<file path="config.mk">
export PLATFORM = sky130hd
export DESIGN_NAME = muldiv_sequencer
export DESIGN_NICKNAME = d
export VERILOG_FILES = /design/src/rtl/muldiv_sequencer.sv
export SDC_FILE = /design/constraint.sdc
export NUM_CORES = 1
export LEC_CHECK = 0
export BUFFER_PORTS_ARGS = -buffer_cell sky130_fd_sc_hd__buf_2
export CAP_MARGIN = 20
export CELL_PAD_IN_SITES_DETAIL_PLACEMENT = 0
export CELL_PAD_IN_SITES_GLOBAL_PLACEMENT = 2
export CORE_MARGIN = 2
export CORE_UTILIZATION = 29
export DETAILED_ROUTE_END_ITERATION = 8
export PLACE_DENSITY = 0.75
export SLEW_MARGIN = 15
export SYNTH_ARGS = -nofsm -noshare
export SYNTH_HDL_FRONTEND = slang
export SYNTH_SLANG_ARGS = --single-unit
</file>
<file path="constraint.sdc">
create_clock -name clk -period 7.6 [get_ports clk]
set_clock_uncertainty 0.15 [all_clocks]
set_input_delay 0.38 -clock clk [delete_from_list [all_inputs] [get_ports clk]]
set_output_delay 0.38 -clock clk [all_outputs]
set_load 0.02 [all_outputs]
</file>
<file path="src/rtl/muldiv_sequencer.sv">
// RV32M multiply/divide unit: radix-2 shift-add multiply and restoring divide,
// one iteration per cycle, with pipeline stall and a one-cycle done pulse.
module muldiv_sequencer #(
    parameter int unsigned DATA_WIDTH = 32
) (
    input  logic                  clk,
    input  logic                  reset,
    input  logic                  start,
    input  logic [2:0]            Funct3,
    input  logic [DATA_WIDTH-1:0] SrcA,
    input  logic [DATA_WIDTH-1:0] SrcB,
    input  logic                  flush,
    output logic                  busy,
    output logic                  stall,
    output logic                  done,
    output logic [DATA_WIDTH-1:0] Result
);

    localparam int unsigned W  = DATA_WIDTH;
    localparam int unsigned CW = $clog2(DATA_WIDTH) + 1;
    localparam logic [W-1:0] MIN_NEG = {1'b1, {(W-1){1'b0}}};

    typedef enum logic [1:0] {S_IDLE, S_CALC, S_DONE} state_t;

    state_t          state_q, state_d;
    logic [CW-1:0]   count_q, count_d;
    logic [2:0]      op_q, op_d;
    logic            neg_q, neg_d;
    logic [2*W-1:0]  acc_q, acc_d;
    logic [W-1:0]    opnd_q, opnd_d;
    logic [W-1:0]    result_q, result_d;
    logic            busy_q, busy_d;
    logic            done_q, done_d;

    logic            a_signed, b_signed, sa, sb;
    logic [W-1:0]    mag_a, mag_b;
    logic            div_zero, div_ovf;
    logic [W:0]      mul_sum, div_trial;
    logic [2*W-1:0]  mul_next, div_next, acc_iter, prod_fix;
    logic [W-1:0]    mul_res, div_val, div_res, final_res;

    always_comb begin
        // Operand decode for the op being offered on the inputs
        a_signed = (Funct3 == 3'b001) || (Funct3 == 3'b010) ||
                   (Funct3 == 3'b100) || (Funct3 == 3'b110);
        b_signed = (Funct3 == 3'b001) || (Funct3 == 3'b100) || (Funct3 == 3'b110);
        sa       = a_signed & SrcA[W-1];
        sb       = b_signed & SrcB[W-1];
        mag_a    = sa ? (~SrcA + 1'b1) : SrcA;
        mag_b    = sb ? (~SrcB + 1'b1) : SrcB;
        div_zero = Funct3[2] && (SrcB == '0);
        div_ovf  = Funct3[2] && !Funct3[0] && (SrcA == MIN_NEG) && (SrcB == '1);

        // acc holds {product_hi, multiplier} for MUL* and {remainder, quotient} for DIV*
        mul_sum   = {1'b0, acc_q[2*W-1:W]} + (acc_q[0] ? {1'b0, opnd_q} : '0);
        mul_next  = {mul_sum, acc_q[W-1:1]};
        div_trial = {acc_q[2*W-1:W], acc_q[W-1]} - {1'b0, opnd_q};
        div_next  = div_trial[W] ? {acc_q[2*W-2:W], acc_q[W-1], acc_q[W-2:0], 1'b0}
                                 : {div_trial[W-1:0], acc_q[W-2:0], 1'b1};
        acc_iter  = op_q[2] ? div_next : mul_next;

        prod_fix  = neg_q ? (~acc_iter + 1'b1) : acc_iter;
        mul_res   = (op_q[1:0] == 2'b00) ? prod_fix[W-1:0] : prod_fix[2*W-1:W];
        div_val   = op_q[1] ? acc_iter[2*W-1:W] : acc_iter[W-1:0];
        div_res   = neg_q ? (~div_val + 1'b1) : div_val;
        final_res = op_q[2] ? div_res : mul_res;

        state_d  = state_q;
        count_d  = count_q;
        op_d     = op_q;
        neg_d    = neg_q;
        acc_d    = acc_q;
        opnd_d   = opnd_q;
        result_d = result_q;

        unique case (state_q)
            S_IDLE: begin
                if (start && !flush) begin
                    op_d    = Funct3;
                    count_d = '0;
                    // REM takes the dividend's sign; everything else the product of signs
                    neg_d   = (Funct3[2] && Funct3[1]) ? sa : (sa ^ sb);
                    if (div_zero) begin
                        result_d = Funct3[1] ? SrcA : '1;
                        state_d  = S_DONE;
                    end else if (div_ovf) begin
                        result_d = Funct3[1] ? '0 : MIN_NEG;
                        state_d  = S_DONE;
                    end else begin
                        acc_d   = Funct3[2] ? {{W{1'b0}}, mag_a} : {{W{1'b0}}, mag_b};
                        opnd_d  = Funct3[2] ? mag_b : mag_a;
                        state_d = S_CALC;
                    end
                end
            end
            S_CALC: begin
                if (flush) begin
                    state_d = S_IDLE;
                end else begin
                    acc_d   = acc_iter;
                    count_d = count_q + CW'(1);
                    if (count_q == CW'(W - 1)) begin
                        result_d = final_res;
                        state_d  = S_DONE;
                    end
                end
            end
            S_DONE: state_d = S_IDLE;
            default: state_d = S_IDLE;
        endcase

        busy_d = (state_d == S_CALC);
        done_d = (state_d == S_DONE);
    end

    always_ff @(posedge clk or posedge reset) begin
        if (reset) begin
            state_q  <= S_IDLE;
            count_q  <= '0;
            op_q     <= '0;
            neg_q    <= 1'b0;
            acc_q    <= '0;
            opnd_q   <= '0;
            result_q <= '0;
            busy_q   <= 1'b0;
            done_q   <= 1'b0;
        end else begin
            state_q  <= state_d;
            count_q  <= count_d;
            op_q     <= op_d;
            neg_q    <= neg_d;
            acc_q    <= acc_d;
            opnd_q   <= opnd_d;
            result_q <= result_d;
            busy_q   <= busy_d;
            done_q   <= done_d;
        end
    end

    assign stall  = ((state_q == S_IDLE) && start && !flush) || (state_q == S_CALC);
    assign busy   = busy_q;
    assign done   = done_q;
    assign Result = result_q;

endmodule

</file>
# After elaboration in Yosys (flattened, before gate mapping)
# Index checks and enable logic that the tools add are counted.
# classes
muxes	35
n_addsub	7
bitwise	9
n_eq_ne	16
n_reduce_logical	25
# op_table
cell	n
2-to-1 mux 32 bit	16
2-to-1 mux 64 bit	7
case mux 64 bit (2 select lines)	1
adder 32 x 1 -> 32 bit (second input constant)	3
inverter 32 bit	3
adder 64 x 1 -> 64 bit (second input constant)	1
equality test 32 bit (second input constant)	2
inverter 64 bit	1
case mux 32 bit (2 select lines)	1
adder 32 x 32 -> 33 bit	1
subtractor 33 x 32 -> 33 bit	1
logical NOT 32 bit	1
2-to-1 mux 6 bit	2
case mux 6 bit (2 select lines)	1
2-to-1 mux 2 bit	5
!= test 2 bit (second input constant)	5
AND reduction 5 bit	2
logical AND 1 bit	8
adder 6 x 1 -> 6 bit (second input constant)	1
equality test 3 bit (second input constant)	2
equality test 6 x 5 -> 1 bit (second input constant)	1
logical OR 1 bit	6
equality test 2 x 1 -> 1 bit (second input constant)	2
logical NOT 2 bit	2
other kinds (14)	17
# word_totals
output_inout_bits	35
inputBits	71
regBits	142
elab_cells	101

# Longest topological paths before layout
# Gate-level depths: netlist of run 1.
# depth
word_depth	11
mapped_depth	25
depth_no_buf	23

# Worst setup path before layout of run 1
# OpenSTA, ideal clock, no wires.
# synth_timing
kind	register -> register
start	register acc_q[31]
end	register result_q[26], in the netlist Result[26]
arrival_ps	5211
required_ps	7326
path_slack_ps	2115
stages_incl_launch_ff	24
n_path_buf	3
path_cell_list	dfrtp_1 inv_1 ha_1 inv_1 fa_1 a211oi_1 o211ai_1 nand2_1 o21ai_2 a22o_1 buf_2 nor2_4 clkbuf_1 mux2_2 mux2_2 o21ai_0 ha_1 nand2_1 or3_1 buf_2 nand4bb_4 o41ai_2 xor2_1 a211o_1
# synth_via
elab_chain_cells	11
# synth_lines
element	line	text
start: declaration	29	logic [2*W-1:0] acc_q, acc_d;
start signal: assignment	122	acc_q <= '0;
start signal: assignment	132	acc_q <= acc_d;
subtractor 33 x 32 -> 33 bit	57	div_trial = {acc_q[2*W-1:W], acc_q[W-1]} - {1'b0, opnd_q};
2-to-1 mux 64 bit	58	div_next = div_trial[W] ? {acc_q[2*W-2:W], acc_q[W-1], acc_q[W-2:0], 1'b0}
2-to-1 mux 64 bit (*)	60	acc_iter = op_q[2] ? div_next : mul_next;
inverter 64 bit / 2-to-1 mux 32 bit (equally long branches)	62, 64	
adder 64 x 1 -> 64 bit / inverter 32 bit (equally long branches)	62, 65	
2-to-1 mux 64 bit / adder 32 x 1 -> 32 bit (equally long branches)	62, 65	
2-to-1 mux 32 bit, on equally long branches	63, 65	
2-to-1 mux 32 bit (*)	66	final_res = op_q[2] ? div_res : mul_res;
2-to-1 mux 32 bit (*)	102	if (count_q == CW'(W - 1)) begin
2-to-1 mux 32 bit (*)	97	if (flush) begin
case mux 32 bit (2 select lines) (*)	76	unique case (state_q)
end signal: assignment	134	result_q <= result_d;
end: declaration	31	logic [W-1:0] result_q, result_d;
# Every way passes the cells marked *; elsewhere a longest branch is shown, timed or not. The select of a mux whose other input is x is not followed.
# A chain may end at the register's enable or synchronous reset.

# Worst setup path in the final report of run 1
# layout_timing
start	register acc_q[31]
end	register result_q[30], in the netlist Result[30]
# Same word-level chain as after synthesis.

==> results of run 1 <==
## power breakdown
| part | switching (uW) | internal [uW] | total [uW] |
|---|---|---|---|
| clock network | 418 | 429 | 847 |
| logic | 2910 | 1410 | 4320 |
| registers | 214 | 909 | 1120 |
| total | 3540 | 2740 | 6290 |
## critical path, cell delays in order (launching register included)
cell,delay [ns]
dfrtp_1,0.40
inv_1,0.13
ha_1,0.24
inv_1,0.07
fa_1,0.23
a211oi_1,0.10
o211ai_1,0.27
nand2_1,0.21
o21ai_2,0.38
a22o_1,0.63
nor3_1,0.33
a21oi_1,0.32
ha_1,0.27
o211ai_1,0.23
or2_2,0.41
nor4_1,0.50
o221a_2,0.37
nand4_1,0.10
buf_4,0.20
nor4_2,0.34
mux2_2,0.38
o31ai_1,0.24
nand3_1,0.12
## metrics by stage
stage / setup WS (ns) / area [um^2]
after floorplan: 2.11 / 16900
after global routing: 0.511 / 18700
after CTS: 1.04 / 18700
after global placement: 1.20 / 18200
after detailed placement: 1.08 / 18200
final: 0.833 / 18700
## layout make-up
cell class / instances / area (um^2)
clock buffers: 19 / 443
clock inverters: 13 / 108
fillers: 6340 / 39000
inverters: 73 / 279
multi-input cells: 1974 / 12600
flip-flops and latches: 142 / 3560
well taps: 765 / 957
repair buffers: 142 / 821
## what timing repair did
item | in CTS | in global routing
hold endpoints to repair | 82 | 0
hold buffers | 1 | 0
buffers inserted | 0 | 0
## cell families (layout without fill, tap and decap cells)
logic type / count (synthesis) / in the layout
compound gates: 787 / 787
mux: 87 / 87
simple gates: 871 / 871
flops: 142 / 142
buf+inv: 216 / 247
fa+ha+maj: 72 / 72
xor+xnor: 157 / 157
## metal layers
layer	wire length (um)	GRT usage [%]
met5	40	0
met3	6320	5.67
met2	36300	41.2
met4	3050	10.6
met1	37300	37.4
## final timing paths
path | start | to
worst max-delay path | acc_q[31] | Result[30]
worst min-delay path | flush | count_q[4]
min in group asynchronous | reset | opnd_q[7]
max in group asynchronous | reset | op_q[2]
worst max register to register | acc_q[31] | Result[30]
worst min register to register | acc_q[18] | acc_q[18]
## layout by cell type (no fill, tap or decap), drive strengths merged, types with 58 or more instances in the layout
cell type    n
dfrtp      142
nand2      252
a211oi      58
xnor2       80
buf        141
nor2       225
a21oi      202
xor2        77
inv         76
ha          70
o21ai      227
nor3        91
## sequential cells by signal, indices dropped and copies added, names as in the netlist, 2 cells and up
name,flops
Result,32
acc_q,64
count_q,6
op_q,3
opnd_q,32
state_q,2
==> impl_metrics.ini, run 1 <==
[hold_path]
timing.hold.worst.class = in -> reg
min_delay_path_depth = 3

[clock_network]
cts_tree = yes
cts_resized = 0
root_driver = clkbuf_16
clock_tree.htree_level_count = 4
cts_buffers = 17
clockBufferDepth = 2
cts_num_sinks = 142
worst_skew_pair.late_latency_ns = 0.51
clk_pin_slew_ns = 0.08

[critical_path]
reg2reg_slack_ns = 0.83
critical_path_required_ns = 7.83
worstSetupStartpointType = flip-flop
path_max_fanout = 16
critical_path_arrival_ns = 7.00
timing.critical_path.to_type = flip-flop
worst-setup-path-type = reg -> reg
timing.reg2reg.worst_path_depth = 22

[synthesis]
synth.top_cell.area_share_pct = 21.0
share_of_synthesized_cell_area_in_and_or_nand_and_nor_gates_pct = 25.0
yosys_register_bits = 142
ys_seq_area_share_pct = 21.0
syn-mean-instance-area_um2 = 7.26
cells_after_synth = 2332
synth.area.mux_share_pct = 5.39
netlist.top_cell.by_area = dfrtp_1
synth.lib_cells_used.distinct = 94
synth_xor_area_share_pct = 8.13
synth_nets = 2475
synthMostInstantiatedCell = nand2_1
synth_compound_area_share_pct = 30.1
ys_async_sr_fraction_pct = 100
synth_edf_count = 0
synth_top_family_by_area = compound AO/OA/AOI/OAI gates
synth_top_cells_by_area = dfrtp_1 (21%), o21ai_0 (6.6%), a21oi_1 (5.9%)
netlist_area_um2 = 16900
synth-adder-area-share_pct = 5.41
synth_ff_type = dfrtp_1
synth.cells.most_frequent = nand2_1 (251), nor2_1 (224), o21ai_0 (223), a21oi_1 (201), dfrtp_1 (142)
yosys_warnings = 0

[power_and_ir_drop]
worst_ir_drop_vdd_mv = 0.181
p_leak_uw = 0.00755
totalPowerFinal_uw = 6290
power_density_nw_per_um2 = 336

[sta]
worst_hold_slack_ns = 0.129
maxSlewViolCount = 0
total_count_of_hold_check_failures_in_the_final_report = 0
measured_slew_at_the_worst_slew_check_pin_ns = 1.12
max_freq_mhz = 148
minimum_period_implied_by_the_final_worst_setup_slack_ns = 6.77
period_share_pct = 89.0
final-setup-viol-count = 0
fin_setup_tns_ns = 0
unrepaired_setup_endpoints_after_global_routing = false
max_slew_margin_pct = 24.4

[floorplanning]
top_level_ports = 106
starting_density_of_the_core_pct = 29.3
chipHeight_um = 246
core_um2 = 57700
die-area_um2 = 60300
die_w_um = 246
floorplan.rows = 88

[route]
drcViolationCount = 0
routed_vias = 18658
routedWlPerCell_um = 26.5
ant_nets = 0
drt_pass1_iterations = 6
routed_via_density = 5.96
detail_route.iter0.violations = 2173
drt_total_wl_mm = 83.0

[placed_design]
gp_congestion = 0.959
place_inst = 3094
post-dp-hpwl_mm = 64.6
placement.io_buffers = 105

[global_routing]
gr-total-overflow = 0
largest_net_degree_at_the_start_of_global_routing = 84
number_of_global_route_vias_before_repair = 17400
initial_antenna_violation_count = 6
grt.total_usage_pct = 27.1
grt_pass1_wl_mm = 120

[flow_run]
maxCapViolCount = 0

[cells_and_area]
diodes = 0
layout-drive-gt1-share_pct = 11.5
fin_util_pct = 32.5
areaGrowthSynthToFinish_pct = 10.6
final_nets = 2493
finalNonFillerCells = 3128

[outcome]
outcome = completed
Power figures use the tool's default switching activity.
==> run 2, diff against run 1 <==
--- a/config.mk
+++ b/config.mk
@@ -10,9 +10,9 @@
 export CELL_PAD_IN_SITES_DETAIL_PLACEMENT = 0
 export CELL_PAD_IN_SITES_GLOBAL_PLACEMENT = 2
 export CORE_MARGIN = 2
-export CORE_UTILIZATION = 29
+export CORE_UTILIZATION = 31
 export DETAILED_ROUTE_END_ITERATION = 8
-export PLACE_DENSITY = 0.75
+export PLACE_DENSITY_LB_ADDON = 0.3
 export SLEW_MARGIN = 15
 export SYNTH_ARGS = -nofsm -noshare
 export SYNTH_HDL_FRONTEND = slang
==> run 2 against run 1 <==
Compared with the run above:
- utilization grew 2.3 points
- sequential share of layout area is essentially flat
- hold slack gained 0.060 ns
==> impl_metrics.ini, run 2 (synthesized netlist as in run 1, its figures left out) <==
[cells_and_area]
final.fill_count = 5888
layout-drive-gt1-share_pct = 11.5
final_nets = 2497
largest_reg_flops = 64
mostFrequentLayoutCells = nand2_1 (251), nor2_1 (223), o21ai_0 (223)
layout.cells.most_common = nand2_1
areaGrowthSynthToFinish_pct = 10.7
registers.top_by_ff_count = acc_q

[floorplanning]
floorplan.rows = 85
chipHeight_um = 238
starting_density_of_the_core_pct = 31.4
core_um2 = 53900
top_level_ports = 106
die_w_um = 238
die-area_um2 = 56500

[sta]
measured_slew_at_the_worst_slew_check_pin_ns = 1.17
worst_hold_slack_ns = 0.189
period_share_pct = 88.9
fin_setup_tns_ns = 0
minimum_period_implied_by_the_final_worst_setup_slack_ns = 6.75
unrepaired_setup_endpoints_after_global_routing = false
max_slew_margin_pct = 21.5
max_freq_mhz = 148
final-setup-viol-count = 0
total_count_of_hold_check_failures_in_the_final_report = 0
maxSlewViolCount = 0

[critical_path]
critical_path_buf_inv_count = 2
cpPeakStageDelay_ns = 0.67
timing.critical_path.slowest_stage_cell = a22o_1
critical_path_arrival_ns = 6.95
worst-setup-path-type = reg -> reg
critical_path_required_ns = 7.80
timing.critical_path.to_type = flip-flop
crit_chain = inv_1 -> ha_1 -> inv_1 -> fa_1 -> a211oi_1 -> o211ai_1 -> nand2_1 -> o21ai_2 -> a22o_1 -> nor3_1 -> a21oi_1 -> ha_1 -> o211ai_1 -> or2_2 -> nor4_1 -> o221a_2 -> nand4_1 -> nor4_2 -> mux2_2 -> o31ai_1 -> nand3_1
path_max_fanout = 16
worstSetupStartpointType = flip-flop
critical_path.top_delay_family = compound AO/OA/AOI/OAI gates

[power_and_ir_drop]
combPwrFrac_pct = 67.8
sequentialPowerShare_pct = 17.6
power_density_nw_per_um2 = 343
worst_ir_drop_vdd_mv = 0.162
cellInternalPower_uw = 2880
totalPowerFinal_uw = 6420
share_clk_of_total_power_pct = 14.5
p_leak_uw = 0.00761
power.switching_fraction_pct = 55.1
switching_power_uw = 3530

[route]
routed_via_density = 6.06
drcViolationCount = 0
ant_nets = 0
drt_total_wl_mm = 82.5
routed_vias = 18569
routedWlPerCell_um = 26.9
detail_route.iter0.violations = 2007
drt_pass1_iterations = 7

[outcome]
outcome = completed

[clock_network]
postCtsHoldBufs = 1
worst_skew_pair.late_latency_ns = 0.48
post-cts-setup-buffer-count = 0
cts_resized = 0
cts_num_sinks = 142
root_driver = clkbuf_16
clk_pin_slew_ns = 0.07
cts_buffers = 17
cts_tree = yes
clock_tree.htree_level_count = 4
clockBufferDepth = 2

[placed_design]
post-dp-hpwl_mm = 65.3
placement.io_buffers = 105
gp_congestion = 0.972

[global_routing]
largest_net_degree_at_the_start_of_global_routing = 87
number_of_global_route_vias_before_repair = 17405
initial_antenna_violation_count = 6
grt_pass1_wl_mm = 120
gr-total-overflow = 0
grt.total_usage_pct = 28.9

[hold_path]
timing.hold.worst.class = in -> reg

[flow_run]
maxCapViolCount = 0
run 2: final cells by class:
cell class	instances	area (um^2)	area share [%]
diodes	2	5.00	0.0267
clock buffers	21	480	2.57
clock inverters	10	136	0.728
inverters	73	279	1.49
multi-input cells	1974	12500	67.0
flip-flops and latches	142	3560	19.0
well taps	696	871	4.65
repair buffers	146	851	4.54
run 2: path summary, 6_finish.rpt:
| path | to | start | slack (ns) | cells past startpoint |
|---|---|---|---|---|
| max in group asynchronous | done | reset | 5.42 | 4 |
| min reg2reg | Result[14] | Result[14] | 0.35 | 1 |
| max reg2reg | Result[30] | acc_q[31] | 0.85 | 21 |
| max | Result[30] | acc_q[31] | 0.85 | 21 |
| min in group asynchronous | opnd_q[8] | reset | 0.50 | 3 |
| min | op_q[0] | Funct3[0] | 0.19 | 3 |
run 2: power by group through the flow:
stage | Combinational, uW | Clock (uW) | Sequential [uW]
2_1_floorplan | 2920 | 0 | 1040
3_3_place_gp | 4270 | 0 | 1130
3_5_place_dp | 4250 | 0 | 1140
4_1_cts | 4280 | 940 | 1130
5_1_grt | 4690 | 973 | 1160
6_report | 4350 | 930 | 1130
run 2: routing by layer:
layer  vias up  wire length [um]  global-route usage [%]
li1       8627                 -                       -
met1      9071             36000                    38.5
met2       751             37300                    46.2
met3       112              6310                    5.67
met4         8              2760                    10.5
met5         -                59                       0
run 2: through the flow:
step                      std cells  util (%)  instance area (um^2)  setup slack [ns]
after floorplan                2332         -                 16900              2.11
after global placement         3030      33.6                 18100              1.17
after detailed placement       3030      33.6                 18100              1.03
after CTS                      3062      34.7                 18700              1.02
after global routing           3062      34.7                 18700             0.400
final                          3064      34.7                 18700             0.847
run 2: tightest hold or removal path, cell delays in order:
cell     delay (ns)
buf_2          0.12
inv_1          0.11
o21ai_0        0.17
